--- src/rtl/restoring_division_pkg.sv ---
// rtl/restoring_division_pkg.sv - shared types and constants for the restoring divider
package restoring_division_pkg;

    localparam int DEFAULT_WIDTH = 16;
    localparam int CNT_W = $clog2(DEFAULT_WIDTH + 1);

    typedef enum logic [1:0] {
        IDLE = 2'd0,
        CALC = 2'd1,
        DONE = 2'd2
    } state_t;

endpackage

--- src/rtl/restoring_division_step.sv ---
// rtl/restoring_division_step.sv - one combinational restoring-division iteration
module restoring_division_step
    import restoring_division_pkg::*;
#(
    parameter int WIDTH = DEFAULT_WIDTH
) (
    input  logic [WIDTH:0]   a,
    input  logic [WIDTH-1:0] q,
    input  logic [WIDTH-1:0] m,
    output logic [WIDTH:0]   a_next,
    output logic [WIDTH-1:0] q_next
);

    logic [WIDTH:0] a_shift;
    logic [WIDTH:0] diff;
    logic           a_msb_unused;

    // The top bit of A shifts out of the {A,Q} pair; it is never set for a valid run.
    assign a_msb_unused = a[WIDTH];
    assign a_shift      = {a[WIDTH-1:0], q[WIDTH-1]};
    assign diff         = a_shift - {1'b0, m};

    always_comb begin
        a_next = diff;
        q_next = {q[WIDTH-2:0], 1'b1};
        if (diff[WIDTH]) begin
            a_next    = a_shift;
            q_next[0] = 1'b0;
        end
    end

endmodule

--- src/rtl/restoring_division.sv ---
// rtl/restoring_division.sv - sequential unsigned restoring divider, one quotient bit per clock
module restoring_division
    import restoring_division_pkg::*;
#(
    parameter int WIDTH = DEFAULT_WIDTH
) (
    input  logic             clk,
    input  logic             rst,
    input  logic             src_valid,
    output logic             src_ready,
    input  logic [WIDTH-1:0] dividend,
    input  logic [WIDTH-1:0] divisor,
    output logic             dest_valid,
    input  logic             dest_ready,
    output logic [WIDTH-1:0] quotient,
    output logic [WIDTH-1:0] remainder
);

    localparam int CW = (WIDTH == DEFAULT_WIDTH) ? CNT_W : $clog2(WIDTH + 1);
    localparam logic [CW-1:0] LAST_ITER = CW'(WIDTH - 1);

    state_t           state;
    logic [WIDTH:0]   a;
    logic [WIDTH:0]   a_next;
    logic [WIDTH-1:0] q;
    logic [WIDTH-1:0] q_next;
    logic [WIDTH-1:0] m;
    logic [CW-1:0]    count;

    restoring_division_step #(.WIDTH(WIDTH)) u_step (
        .a      (a),
        .q      (q),
        .m      (m),
        .a_next (a_next),
        .q_next (q_next)
    );

    assign src_ready  = (state == IDLE) && !rst;
    assign dest_valid = (state == DONE);

    always_ff @(posedge clk) begin
        if (rst) begin
            state     <= IDLE;
            a         <= '0;
            q         <= '0;
            m         <= '0;
            count     <= '0;
            quotient  <= '0;
            remainder <= '0;
        end else begin
            case (state)
                IDLE: begin
                    if (src_valid) begin
                        a     <= '0;
                        q     <= dividend;
                        m     <= divisor;
                        count <= '0;
                        state <= CALC;
                    end
                end
                CALC: begin
                    a     <= a_next;
                    q     <= q_next;
                    count <= count + CW'(1);
                    // Results are taken straight from the step outputs of the final iteration.
                    if (count == LAST_ITER) begin
                        quotient  <= q_next;
                        remainder <= a_next[WIDTH-1:0];
                        state     <= DONE;
                    end
                end
                DONE: begin
                    if (dest_ready) begin
                        state <= IDLE;
                    end
                end
                default: state <= IDLE;
            endcase
        end
    end

endmodule

--- config.mk ---
export PLATFORM = sky130hd
export DESIGN_NAME = restoring_division
export DESIGN_NICKNAME = d
export VERILOG_FILES = /design/src/rtl/restoring_division_pkg.sv /design/src/rtl/restoring_division_step.sv /design/src/rtl/restoring_division.sv
export SDC_FILE = /design/constraint.sdc
export NUM_CORES = 1
export LEC_CHECK = 0
export ABC_AREA = 0
export BUFFER_PORTS_ARGS = -buffer_cell sky130_fd_sc_hd__buf_4
export CORE_AREA = 3 3 95 97
export DETAILED_ROUTE_END_ITERATION = 8
export DIE_AREA = 0 0 98 100
export HOLD_SLACK_MARGIN = 0.15
export PLACE_DENSITY = 0.71
export SKIP_CTS_REPAIR_TIMING = 1
export SYNTH_ARGS = -nofsm -noshare
export SYNTH_HDL_FRONTEND = slang
export SYNTH_SLANG_ARGS = --single-unit
--- constraint.sdc ---
create_clock -name clk -period 2.96 [get_ports clk]
set_input_delay 0.296 -clock clk [delete_from_list [all_inputs] [get_ports clk]]
set_output_delay 0.296 -clock clk [all_outputs]
set_load 0.02 [all_outputs]
# == Word level (Yosys, flattened, before mapping) ==
# Index checks and enable logic that the tools add are counted.
# op_classes
addsub,2
muxes,12
reduce_logical,8
eq_ne,6
# op_table
operator,count
$pmux 16 s2,2
$mux 16,3
$sub 17x16->17,1
$pmux 5 s2,1
$mux 2,3
$pmux 2 s3,1
$reduce_and 2->1,3
$add 5x1->5 const B,1
$eq 5x4->1 const B,1
$mux 5,1
$ne 2x2->1 const B,2
$reduce_and 3->1,1
$eq 2x1->1 const B,1
$eq 2x2->1 const B,1
$logic_not 2->1,1
$ne 2x1->1 const B,1
$reduce_bool 2->1,1
$logic_and 1x1->1,1
$logic_not 1->1,1
$mux 1,1
# word_totals
output_inout_bits,34
inputBits,36
register_bits,87

# == Longest topological paths before layout ==
# Gate-level depths: netlist of the first run.
# depth
ltp_word,3
mapped_depth,12

# == Modules after synthesis ==
# A second synthesis of the first run with hierarchy kept.
# hier_totals
hier_cells,581
hier_area_um2,4545.6
# by_module_without_submodules
mod,area_each_um2,cells_each,n_inst
restoring_division,3343.2,416,1
restoring_division_step,1202.4,165,1

# == Worst setup path before layout of the first run ==
# Ideal clock, no wire load.
# synth_timing
path_type,reg2reg
startpoint,register q[15]
endpoint,register remainder[0]
path_slack_ns,0.406
t_arrival_ns,2.467
path_buffers,0
stages_incl_launch_ff,12
t_required_ns,2.873
path_cell_list,dfxtp_1 -> inv_1 -> ha_1 -> inv_1 -> fa_1 -> a211oi_1 -> o211ai_1 -> nand2_1 -> o21ai_4 -> xor2_4 -> mux2_2 -> o31ai_1
# synth_between
elab_chain_cells,2
# synth_lines
element,line_no,text
start: declaration,restoring_division.sv:25,logic [WIDTH-1:0] q;
start signal: assignment,restoring_division.sv:55,q <= dividend;
start signal: assignment,restoring_division.sv:63,q <= q_next;
$sub 17x16->17,restoring_division_step.sv:21,"assign diff = a_shift - {1'b0, m};"
$mux 16 (*),restoring_division_step.sv:26,if (diff[WIDTH]) begin
end signal: assignment,restoring_division.sv:68,remainder <= a_next[WIDTH-1:0];
end: declaration,restoring_division.sv:16,output logic [WIDTH-1:0] remainder
# Mark *: on every way between the ends. The rest lies on a longest branch, timed or not.
# A chain may end at the register's enable or synchronous reset.

# == Final worst setup path of the first run ==
# layout_timing
startpoint,register m[6]
endpoint,register remainder[9]
# layout_between
elab_chain_cells,2
# layout_lines
element,line_no,text
start: declaration,restoring_division.sv:27,logic [WIDTH-1:0] m;
start signal: assignment,restoring_division.sv:56,m <= divisor;
$sub 17x16->17,restoring_division_step.sv:21,
$mux 16,restoring_division_step.sv:26,
# No other way between the ends.

==> tab_implementation.tex, run 1 <==
\begin{tabular}{lr}
\hline
Metric & Value \\
\hline
\multicolumn{2}{l}{\textbf{Finish}} \\
\quad Final \#Nets & 654 \\
\quad Post-route cell area & 5090 sq um \\
\quad Ratio of cells with drive above 1 in the final layout & 18.2\% \\
\quad Final cell utilization of the core & 62.0\% \\
\quad Antenna cells & 0 \\
\quad Area added between synthesis and finish & 18.7\% \\
\multicolumn{2}{l}{\textbf{Critical path}} \\
\quad Max Fanout on Critical Path & 5 \\
\quad Setup Crit Path Kind & reg -> reg \\
\quad Signal arrival time at the worst endpoint & 3020 ps \\
\quad Element type at the critical path end & register \\
\quad Type of origin of the critical path & register \\
\quad Required time of the critical path & 3250 ps \\
\multicolumn{2}{l}{\textbf{Global routing}} \\
\quad Vias in the first global route & 3,725 \\
\quad Global route overflow & 0 \\
\quad Initial antenna violation count & 0 \\
\quad Total track usage & 22.7\% \\
\quad Largest net degree at the start of global routing & 42 \\
\quad Global-route wire length before repair & 18.2 mm \\
\multicolumn{2}{l}{\textbf{Place}} \\
\quad Placed wire-length estimate & 7.74 mm \\
\quad Placed instance area & 4900 sq um \\
\quad Placer congestion estimate & 0.887 \\
\quad Placement-stage worst setup slack & 253 ps \\
\quad Port Buffers & 69 \\
\multicolumn{2}{l}{\textbf{CTS}} \\
\quad Cts bufs inserted & 9 \\
\quad Worst-case clock buffer depth & 2 \\
\quad Clock Pin Slew Worst Setup and Hold Paths & 90 ps \\
\quad Clock latency reported for the late side of the worst-skew pair & 360 ps \\
\quad Number of levels the H-tree was split into & 3 \\
\quad Clock Tree Root & clkbuf\_8 \\
\quad Clock net sink count & 87 \\
\quad TritonCTS clock tree & yes \\
\multicolumn{2}{l}{\textbf{Timing}} \\
\quad Final setup violation count & 0 \\
\quad Slew at the pin with the worst max-slew slack & 952 ps \\
\quad TNS Setup & 0 ps \\
\quad Share of the clock period used by the worst path & 92.4\% \\
\quad Fmax achieved & 366 MHz \\
\quad Final min period & 2730 ps \\
\quad Number of hold-slack violations in the final timing report & 0 \\
\quad Setup clock skew after layout & 7.53 ps \\
\quad Setup repair after global routing missed its margin & no \\
\quad Fin worst setup slack & 226 ps \\
\quad Worst max-slew margin expressed relative to the limit & 36.3\% \\
\quad Number of slew-limit violations in the final report & 0 \\
\multicolumn{2}{l}{\textbf{Floorplanning}} \\
\quad Die Span Y & 100 um \\
\quad Effective utilization at floorplan & 52.2\% \\
\quad Number of placement rows & 33 \\
\quad Ports & 70 \\
\quad Die Area & 9800 sq um \\
\quad Overall die width & 98 um \\
\quad Total core area & 8220 sq um \\
\multicolumn{2}{l}{\textbf{Yosys}} \\
\quad Post-synth cell types & 49 \\
\quad Syn Inst Count & 541 \\
\quad Post-Synthesis Mean Instance Area & 7.93 sq um \\
\quad Post-Syn Nets & 596 \\
\quad Area of the mapped netlist & 4290 sq um \\
\quad Yosys Warn Count & 0 \\
\quad Yosys reg bits & 87 \\
\quad Proportion of synthesized chip area in sequential cells & 40.6\% \\
\multicolumn{2}{l}{\textbf{Power and ir drop}} \\
\quad Peak supply drop & 543 uV \\
\quad Post-layout power & 5100 uW \\
\quad PD cells & 1000 nW/um\^{}2 \\
\quad Static power due to leakage & 0.00204 uW \\
\multicolumn{2}{l}{\textbf{Worst hold path}} \\
\quad Tightest Hold Check Type & in -> reg \\
\multicolumn{2}{l}{\textbf{Outcome}} \\
\quad Outcome & completed \\
\multicolumn{2}{l}{\textbf{Routing}} \\
\quad Routed vias & 3,913 \\
\quad DRT iter0 DRCs & 175 \\
\quad Total length of routed wires & 10.9 mm \\
\quad Number of vias per cell after detailed routing & 5.52 \\
\quad Pre-Repair DR Iteration Count & 4 \\
\quad Average wire length per cell after detail routing & 15.4 um \\
\quad DRC viols & 0 \\
\quad Number of routed nets with antenna violations & 0 \\
\multicolumn{2}{l}{\textbf{Job}} \\
\quad Maxcap violations & 0 \\
\hline
\end{tabular}
kinds of logic after synthesis:
family | count (synthesis) | synth area share [%]
fa+ha+maj | 19 | 5.71
flops | 87 | 40.6
mux | 15 | 3.56
buf+inv | 55 | 5.07
simple gates | 214 | 20.7
xor+xnor | 11 | 2.68
compound gates | 140 | 21.7
cells in the final DEF, fill, tap and decap left out, types with 2 or more instances in the layout:
cell        synthesis  routed
dfxtp_1            87      87
a21o_1              6       6
clkbuf_8            0      11
nor3b_1             2       2
nor2_1             51      51
and2_1              2       2
ha_1               18      18
nand2b_1            6       6
nand2_1           128     128
inv_6               0       2
nor2b_1             2       2
mux2i_1            13      13
o21ai_1             8       8
nand3_1             6       6
o21ai_0            18      18
o211ai_1            4       4
nor4_1              2       2
inv_1              22      22
and3_1              2       2
a31oi_1             3       3
o31ai_1             2       2
nor3_1              7       7
xor2_1              4       4
xnor2_1             6       6
a211oi_1           11      11
buf_4               0      79
a311oi_1           15      15
nand4_1             2       2
clkinvlp_4          0       3
a211oi_2            6       6
mux2_2              2       2
a21oi_1            55      55
flip-flops by register name, summed over array words and instances (netlist names):
name / cells
a: 16
m: 16
q: 16
quotient: 16
remainder: 16
count: 5
state: 2
final timing paths:
| kind | slack (ps) | cells past startpoint | end | from |
|---|---|---|---|---|
| max | 230 | 9 | remainder[9]$_SDFFE_PP0P_ | m[6]$_SDFFE_PP0P_ |
| max reg2reg | 230 | 9 | remainder[9]$_SDFFE_PP0P_ | m[6]$_SDFFE_PP0P_ |
| min | 170 | 3 | m[12]$_SDFFE_PP0P_ | divisor[12] |
| min reg2reg | 460 | 2 | quotient[10]$_SDFFE_PP0P_ | quotient[10]$_SDFFE_PP0P_ |
cell usage after synthesis (all sizes together):
master	n	area share, %
nand2	128	11
dfxtp	87	41
a21oi	55	6.4
nor2	51	4.5
clkbuf	29	2.5
o21ai	27	3.4
inv	22	1.9
ha	18	5.2
a211oi	17	3.7
a311oi	16	3.4
mux2i	13	3.0
nor3	7	0.82
a21o	6	1.0
nand2b	6	0.87
nand3	6	0.70
xnor2	6	1.2
xor2	5	1.5
buf	4	0.61
o211ai	4	0.70
a31oi	3	0.44
and2	2	0.29
and3	2	0.29
mux2	2	0.52
nand3b	2	0.44
nand4	2	0.29
nor2b	2	0.29
nor3b	2	0.35
nor4	2	0.29
o311a	2	0.73
o31ai	2	0.35
a2111oi	1	0.20
a21boi	1	0.17
a22o	1	0.20
a22oi	1	0.17
a2bb2oi	1	0.20
fa	1	0.47
nand4b	1	0.20
o2111ai	1	0.20
o21a	1	0.17
o22ai	1	0.15
or4b	1	0.23
cell type report:
type	count	area, sq um
clock buffers	11	151
clock inverters	5	40.0
fillers	760	3120
inverters	22	82.6
multi-input cells	399	2330
flip-flops and latches	87	1740
well taps	105	131
repair buffers	80	613
routing by layer:
layer  share of wire, %  GRT usage, %
met1                 49          31.1
met2                 46          36.0
met3                4.0          4.24
met4                1.7          7.77
met5                  0             0
critical path, stage by stage, from the launching register on:
cell	delay (ps)
dfxtp_1	360
inv_1	80
ha_1	350
a21oi_1	330
nand2_1	120
o21ai_0	360
or4b_2	620
o211ai_1	130
mux2i_1	140
a211oi_2	180
where the power goes:
part,internal (uW),switching [uW]
Sequential,1280,117
Combinational,1270,1620
Clock,357,454
Total,2910,2190
stage by stage:
| step | hold WS [ps] | instances |
|---|---|---|
| final | 173 | 709 |
| after global routing | 158 | 709 |
| after CTS | 162 | 709 |
| after detailed placement | 448 | 693 |
| after global placement | 443 | 693 |
| after floorplan | 429 | 541 |
No activity file was read; power rests on OpenSTA's default activity.
==> run 2, diff against run 1 <==
ABC_AREA = 1   (was 0)
CORE_AREA = 3 3 98 109   (was 3 3 95 97)
DIE_AREA = 0 0 101 112   (was 0 0 98 100)
PLACE_DENSITY = 0.69   (was 0.71)
==> run 2 against run 1 <==
Against the previous run: utilization decreased by 3.7 points; non-clock buffer count decreased by 6; die area increased by 15%; clock skew increased by 2.1 ps; highest routed layer unchanged; critical path type unchanged; worst setup slack improved by 400 ps; synthesized cell count increased by 30%; largest power group unchanged; design area increased by 12%; sequential power decreased by 7%; critical path depth increased by 6; clock-buffer cell count unchanged.
==> tab_implementation.tex, run 2 <==
\begin{tabular}{lr}
\hline
Metric & Value \\
\hline
\multicolumn{2}{l}{\textbf{Critical path}} \\
\quad Max Fanout on Critical Path & 17 (+12) \\
\quad Origin of the worst setup path & q[15]\$\_SDFFE\_PP0P\_ \\
\quad Required time of the critical path & 3250 ps (about the same) \\
\quad Number of cells on the worst reg-to-reg path & 15 (+6) \\
\quad Signal arrival time at the worst endpoint & 2630 ps (-390 ps) \\
\quad Type of origin of the critical path & register \\
\quad R2r setup slk & 630 ps (+400 ps) \\
\quad Setup Crit Path Kind & reg -> reg \\
\quad Worst setup path endpoint & a[13]\$\_SDFFE\_PP0P\_ \\
\quad Endpoint of the worst-slack reg-to-reg timing path & a[13]\$\_SDFFE\_PP0P\_ \\
\quad Launch instance of the worst register-to-register path & q[15]\$\_SDFFE\_PP0P\_ \\
\quad Element type at the critical path end & register \\
\multicolumn{2}{l}{\textbf{CTS}} \\
\quad Clock Tree Root & clkbuf\_8 \\
\quad Clock net sink count & 87 (unchanged) \\
\quad Clock Pin Slew Worst Setup and Hold Paths & 90 ps (about the same) \\
\quad Clock latency reported for the late side of the worst-skew pair & 360 ps (about the same) \\
\quad TritonCTS clock tree & yes \\
\quad Number of levels the H-tree was split into & 3 (unchanged) \\
\quad Cts bufs inserted & 9 (unchanged) \\
\quad Worst-case clock buffer depth & 2 (unchanged) \\
\multicolumn{2}{l}{\textbf{Finish}} \\
\quad Area added between synthesis and finish & 13.8\% \\
\quad Ratio of cells with drive above 1 in the final layout & 19.9\% (+1.7 points) \\
\quad Final non-filler cell total & 885 (+25\%) \\
\quad Most used cells in the layout excluding fill and tap cells & nand2\_1 (198), inv\_1 (122), dfxtp\_1 (87) \\
\quad Final cell utilization of the core & 58.2\% (-3.7 points) \\
\quad Most common library cell in the layout ignoring fill and taps & nand2\_1 \\
\quad Final \#Nets & 816 (+25\%) \\
\quad Antenna cells & 0 (unchanged) \\
\quad Post-route cell area & 5700 sq um (+12\%) \\
\multicolumn{2}{l}{\textbf{Routing}} \\
\quad Routed vias & 4,428 (+13\%) \\
\quad DRC viols & 0 (unchanged) \\
\quad Number of routed nets with antenna violations & 0 (unchanged) \\
\quad Pre-Repair DR Iteration Count & 4 (unchanged) \\
\quad DRT iter0 DRCs & 113 (-35\%) \\
\quad Number of vias per cell after detailed routing & 5.00 (-9.3\%) \\
\quad Average wire length per cell after detail routing & 13.1 um (-15\%) \\
\quad Total length of routed wires & 11.6 mm (+5.6\%) \\
\multicolumn{2}{l}{\textbf{Yosys}} \\
\quad Cell type with the largest total area after synthesis & dfxtp\_1 \\
\quad Dominant cell by count in the synthesized netlist & nand2\_1 \\
\quad Proportion of synthesized chip area in sequential cells & 34.7\% (-5.8 points) \\
\quad Syn Inst Count & 706 (+30\%) \\
\quad Yosys Warn Count & 0 (unchanged) \\
\quad Proportion of register bits with asynchronous set or reset after synthesis & 0\% (unchanged) \\
\quad Prevailing post-synth register cell & dfxtp\_1 \\
\quad Post-Synthesis Mean Instance Area & 7.10 sq um (-10\%) \\
\quad Post-Syn Nets & 761 (+28\%) \\
\quad Post-synth cell types & 38 (-22\%) \\
\quad Area of the mapped netlist & 5010 sq um (+17\%) \\
\quad Area contributors post-synth & dfxtp\_1 (35\%), nand2\_1 (15\%), inv\_1 (9.1\%), a21oi\_1 (5.1\%), nand2\_4 (4.9\%) \\
\quad Synth top area share & 34.7\% (-5.8 points) \\
\quad Most frequent cells after synthesis & nand2\_1 (198), inv\_1 (122), dfxtp\_1 (87) \\
\quad Number of enable flip-flop cells after synthesis & 0 (unchanged) \\
\quad Yosys reg bits & 87 (unchanged) \\
\multicolumn{2}{l}{\textbf{Timing}} \\
\quad Final min period & 2330 ps (-399 ps) \\
\quad Share of the clock period used by the worst path & 78.9\% (-13 points) \\
\quad Worst max-slew margin expressed relative to the limit & 35.5\% (-0.84 points) \\
\quad Final setup violation count & 0 (unchanged) \\
\quad TNS Setup & 0 ps (unchanged) \\
\quad Number of slew-limit violations in the final report & 0 (unchanged) \\
\quad Slew at the pin with the worst max-slew slack & 966 ps (+13.8 ps) \\
\quad Fmax achieved & 428 MHz (+17\%) \\
\quad Number of hold-slack violations in the final timing report & 0 (unchanged) \\
\quad Setup clock skew after layout & 9.66 ps (+2.13 ps) \\
\quad Setup repair after global routing missed its margin & no \\
\multicolumn{2}{l}{\textbf{Place}} \\
\quad Placer congestion estimate & 0.876 (-1.3\%) \\
\quad Placed instance area & 5550 sq um (+13\%) \\
\quad Port Buffers & 69 (unchanged) \\
\quad Placed wire-length estimate & 8.44 mm (+9.0\%) \\
\quad Cell count after placement & 870 (+26\%) \\
\multicolumn{2}{l}{\textbf{Power and ir drop}} \\
\quad Peak supply drop & 343 uV (-37\%) \\
\quad Post-layout power & 3560 uW (-30\%) \\
\quad Static power due to leakage & 0.00273 uW (+34\%) \\
\quad PD cells & 625 nW/um\^{}2 (-38\%) \\
\multicolumn{2}{l}{\textbf{Floorplanning}} \\
\quad Ports & 70 (unchanged) \\
\quad Overall die width & 101 um (+3.1\%) \\
\quad Total core area & 9790 sq um (+19\%) \\
\quad Die Span Y & 112 um (+12\%) \\
\quad Effective utilization at floorplan & 51.2\% (-1.0 points) \\
\quad Die Area & 11,300 sq um (+15\%) \\
\quad Number of placement rows & 38 (+15\%) \\
\multicolumn{2}{l}{\textbf{Outcome}} \\
\quad Outcome & completed \\
\multicolumn{2}{l}{\textbf{Global routing}} \\
\quad Global-route wire length before repair & 19.7 mm (+8.3\%) \\
\quad Global route overflow & 0 (unchanged) \\
\quad Vias in the first global route & 4,365 (+17\%) \\
\quad Total track usage & 21.7\% (-0.98 points) \\
\quad Largest net degree at the start of global routing & 56 (+33\%) \\
\quad Initial antenna violation count & 0 (unchanged) \\
\multicolumn{2}{l}{\textbf{Job}} \\
\quad Maxcap violations & 0 (unchanged) \\
\multicolumn{2}{l}{\textbf{Worst hold path}} \\
\quad Tightest Hold Check Type & in -> reg \\
\hline
\end{tabular}
==> run 2: cell count changes in the layout (fill, tap and decap cells not counted), sizes merged, moves of 7 or more <==
cell	previous run	this run
inv	24	124
nand2	128	231
nand3	6	29
mux2i	13	0
a21oi	55	62
a211oi	17	30
o21a	1	13
nor2	51	37
a311oi	16	0
==> run 2: logic make-up (layout without fill, tap and decap cells) <==
logic type / count (synthesis) / after routing / share of synthesized area [%]
and+or+nand+nor: 307 / 307 / 29.6
buffers and inverters: 154 / 213 / 13.0
AOI/OAI and AO/OA: 132 / 132 / 16.6
DFF: 87 / 87 / 34.7
adders and majority gates: 19 / 19 / 4.89
xor gates and xnor gates: 7 / 7 / 1.22
==> run 2: final cells by class <==
type / instances / area, sq um
Multi-Input combinational cell: 465 / 2640
Sequential cell: 87 / 1740
Timing Repair Buffer: 74 / 556
Fill cell: 970 / 4090
Clock inverter: 4 / 23.8
Clock buffer: 11 / 131
Tap cell: 120 / 150
Inverter: 124 / 465
==> run 2: metal layers <==
metal  GRT usage [%]  share of wire (%)  vias to the layer above
li1                -                  -                     2312
met1            24.6                 43                     1996
met2            37.7                 49                       93
met3            5.95                5.0                       27
met4            9.13                3.1                        0
met5               0                  0                        -
==> run 2: metrics by stage <==
step | hold slack [ps] | setup WS [ps]
6_report | 180 | 626
5_1_grt | 187 | 369
4_1_cts | 171 | 577
3_5_place_dp | 454 | 589
3_3_place_gp | 448 | 691
2_1_floorplan | 433 | 913
==> run 2: worst min-delay path by stage <==
stage,from,to,slack [ps],cells after the start
5_1_grt,dest_ready,state[1]$_SDFFE_PP0P_,190,4
3_3_place_gp,count[4]$_SDFFE_PP0P_,count[4]$_SDFFE_PP0P_,450,2
2_1_floorplan,m[10]$_SDFFE_PP0P_,m[10]$_SDFFE_PP0P_,430,2
3_5_place_dp,quotient[13]$_SDFFE_PP0P_,quotient[13]$_SDFFE_PP0P_,450,2
6_report,dest_ready,state[1]$_SDFFE_PP0P_,180,4
4_1_cts,dest_ready,state[1]$_SDFFE_PP0P_,170,4
==> run 2: worst max-delay path, stage by stage, from the launching register on <==
cell and delay [ps]:
dfxtp_1 300, inv_1 80, ha_1 140, inv_1 60, fa_1 410, nand2_1 110
nand2_1 90, nand3_2 80, nand2_2 80, nand2_4 90, nand3_1 120, nand2_4 320
nand2_1 90, nand2_1 120, nand2_1 60, a21oi_1 120
==> run 2: where the power goes <==
| group | total (uW) | internal [uW] | switching [uW] |
|---|---|---|---|
| combinational | 1540 | 531 | 1000 |
| clock | 731 | 299 | 432 |
| sequential | 1300 | 1240 | 52.8 |
==> run 3, diff against run 2 <==
PLACE_DENSITY = 0.72   (was 0.69)
clock period = 2.1 ns   (was 2.96 ns; I/O delays follow)
==> run 3 against run 2 <==
Against the previous run: the flow now finishes with violations (negative setup slack); global-route usage is 0.34 points higher; worst setup slack worse by 700 ps; first-iteration DRC count is 71% higher; cell count rose by 4.4%; register-to-register slack lost 700 ps; total power grew 68%; routed wire length rose by 8.9%; critical endpoint is now remainder[15]$_SDFFE_PP0P_; highest routed layer unchanged.
==> tab_implementation.tex, run 3 (synthesis results as in run 2) <==
\begin{tabular}{lr}
\hline
Metric & Value \\
\hline
\multicolumn{2}{l}{\textbf{CTS}} \\
\quad Clock Pin Slew Worst Setup and Hold Paths & 100 ps (about the same) \\
\quad Worst-case clock buffer depth & 2 (unchanged) \\
\quad Number of levels the H-tree was split into & 3 (unchanged) \\
\quad Clock Tree Root & clkbuf\_8 \\
\quad Clock latency reported for the late side of the worst-skew pair & 380 ps (+20 ps) \\
\quad Cts bufs inserted & 9 (unchanged) \\
\quad Clock net sink count & 87 (unchanged) \\
\quad TritonCTS clock tree & yes \\
\multicolumn{2}{l}{\textbf{Critical path}} \\
\quad Launch instance of the worst register-to-register path & q[15]\$\_SDFFE\_PP0P\_ \\
\quad R2r setup slk & -70 ps (-700 ps) \\
\quad Element type at the critical path end & register \\
\quad Number of cells on the worst reg-to-reg path & 17 (+2) \\
\quad Required time of the critical path & 2370 ps (-880 ps) \\
\quad Setup Crit Path Kind & reg -> reg \\
\quad Max Fanout on Critical Path & 7 (-10) \\
\quad Type of origin of the critical path & register \\
\quad Origin of the worst setup path & q[15]\$\_SDFFE\_PP0P\_ \\
\quad Signal arrival time at the worst endpoint & 2440 ps (-190 ps) \\
\quad Endpoint of the worst-slack reg-to-reg timing path & remainder[15]\$\_SDFFE\_PP0P\_ \\
\multicolumn{2}{l}{\textbf{Timing}} \\
\quad Share of the clock period used by the worst path & 103\% (+24 points) \\
\quad TNS Setup & -591 ps (-591 ps) \\
\quad Slew at the pin with the worst max-slew slack & 884 ps (-82.6 ps) \\
\quad Number of slew-limit violations in the final report & 0 (unchanged) \\
\quad Fmax achieved & 461 MHz (+7.6\%) \\
\quad Final min period & 2170 ps (-164 ps) \\
\quad Worst max-slew margin expressed relative to the limit & 41.0\% (+5.5 points) \\
\quad Number of hold-slack violations in the final timing report & 0 (unchanged) \\
\quad Setup clock skew after layout & 17.5 ps (+7.81 ps) \\
\quad Final setup violation count & 24 (+24) \\
\quad Fin worst setup slack & -70.3 ps (-696 ps) \\
\quad Setup repair after global routing missed its margin & yes \\
\multicolumn{2}{l}{\textbf{Routing}} \\
\quad DRC viols & 0 (unchanged) \\
\quad Routed vias & 4,662 (+5.3\%) \\
\quad Number of vias per cell after detailed routing & 5.05 (+0.84\%) \\
\quad Average wire length per cell after detail routing & 13.6 um (+4.3\%) \\
\quad Total length of routed wires & 12.6 mm (+8.9\%) \\
\quad DRT iter0 DRCs & 193 (+71\%) \\
\quad Number of routed nets with antenna violations & 0 (unchanged) \\
\quad Pre-Repair DR Iteration Count & 5 (+1) \\
\multicolumn{2}{l}{\textbf{Floorplanning}} \\
\quad Overall die width & 101 um (unchanged) \\
\quad Ports & 70 (unchanged) \\
\quad Total core area & 9790 sq um (unchanged) \\
\quad Die Area & 11,300 sq um (unchanged) \\
\quad Effective utilization at floorplan & 51.2\% (unchanged) \\
\quad Die Span Y & 112 um (unchanged) \\
\quad Number of placement rows & 38 (unchanged) \\
\multicolumn{2}{l}{\textbf{Finish}} \\
\quad Ratio of cells with drive above 1 in the final layout & 27.2\% (+7.4 points) \\
\quad Most common library cell in the layout ignoring fill and taps & nand2\_1 \\
\quad Most used cells in the layout excluding fill and tap cells & nand2\_1 (181), inv\_1 (120), buf\_4 (89) \\
\quad Final \#Nets & 854 (+4.7\%) \\
\quad Antenna cells & 0 (unchanged) \\
\quad Area added between synthesis and finish & 26.7\% \\
\multicolumn{2}{l}{\textbf{Global routing}} \\
\quad Global-route wire length before repair & 20.1 mm (+1.9\%) \\
\quad Largest net degree at the start of global routing & 44 (-21\%) \\
\quad Global route overflow & 0 (unchanged) \\
\quad Vias in the first global route & 4,495 (+3.0\%) \\
\quad Total track usage & 22.0\% (+0.34 points) \\
\quad Initial antenna violation count & 0 (unchanged) \\
\multicolumn{2}{l}{\textbf{Worst hold path}} \\
\quad Tightest Hold Check Type & in -> reg \\
\quad Startpoint of the tightest hold check path & divisor[11] \\
\quad Terminating pin of the worst hold path & m[11]\$\_SDFFE\_PP0P\_ \\
\quad WHS Path Cells & 3 (-1) \\
\multicolumn{2}{l}{\textbf{Power and ir drop}} \\
\quad Peak supply drop & 439 uV (+28\%) \\
\quad Post-layout power & 5980 uW (+68\%) \\
\quad Static power due to leakage & 0.00297 uW (+8.7\%) \\
\quad PD cells & 942 nW/um\^{}2 (+51\%) \\
\multicolumn{2}{l}{\textbf{Outcome}} \\
\quad Outcome & finished with violations \\
\quad Violations in the final reports & negative setup slack \\
\multicolumn{2}{l}{\textbf{Place}} \\
\quad Port Buffers & 69 (unchanged) \\
\quad Placed wire-length estimate & 8.90 mm (+5.5\%) \\
\quad Placer congestion estimate & 0.952 (+8.7\%) \\
\multicolumn{2}{l}{\textbf{Job}} \\
\quad Maxcap violations & 0 (unchanged) \\
\hline
\end{tabular}
-- run 3: worst max-delay path, cell delays in order (launching register included) --
cell and delay (ps):
dfxtp_2 330, inv_2 60, ha_4 130, inv_4 40, fa_2 400, nand2_2 90, nand2_2 60, nand3_2 60
nand2_2 70, nand2_4 110, nand2_4 80, nand2_4 110, nand2_8 80, buf_6 130, nand2_4 40, nand2_2 60
o21bai_1 150, inv_1 60
-- run 3: how the worst max path moves through the flow --
stage | end | slack (ps) | depth (start not counted)
6_report | remainder[15]$_SDFFE_PP0P_ | -70 | 17
5_1_grt | remainder[15]$_SDFFE_PP0P_ | -200 | 17
4_1_cts | remainder[15]$_SDFFE_PP0P_ | -130 | 17
3_5_place_dp | remainder[15]$_SDFFE_PP0P_ | -90 | 17
3_3_place_gp | remainder[4]$_SDFFE_PP0P_ | 7 | 17
2_1_floorplan | remainder[4]$_SDFFE_PP0P_ | 50 | 17
-- run 3: where the power goes --
part,internal (uW),switching [uW],total (uW)
clock network,581,627,1210
registers,1750,81.2,1840
logic,1220,1720,2940
total,3560,2430,5980
-- run 3: layout make-up --
| cell class | instances | area [sq um] |
|---|---|---|
| Timing Repair Buffer | 111 | 947 |
| Clock inverter | 5 | 57.6 |
| Fill cell | 845 | 3440 |
| Inverter | 124 | 468 |
| Tap cell | 120 | 150 |
| Multi-Input combinational cell | 466 | 2840 |
| Sequential cell | 87 | 1750 |
| Clock buffer | 11 | 141 |
-- run 3: metrics by stage --
stage / setup WS (ps) / instance area [sq um] / hold slack, ps / utilization, % / instances
after global routing: -204 / 6350 / 168 / 64.9 / 924
after global placement: 6.53 / 5760 / 447 / 58.8 / 890
after detailed placement: -93.2 / 5760 / 454 / 58.8 / 890
final: -70.3 / 6350 / 123 / 64.9 / 924
after floorplan: 53.2 / 5010 / 377 / - / 706
after CTS: -127 / 5960 / 80.7 / 60.8 / 906
-- run 3: per-layer routing --
| metal | part of all wire, % | track usage (%) | vias to the layer above |
|---|---|---|---|
| met1 | 41 | 24.9 | 2143 |
| met5 | 0 | 0 | - |
| met4 | 3.0 | 9.22 | 0 |
| li1 | - | - | 2395 |
| met3 | 4.4 | 5.64 | 26 |
| met2 | 52 | 38.7 | 98 |
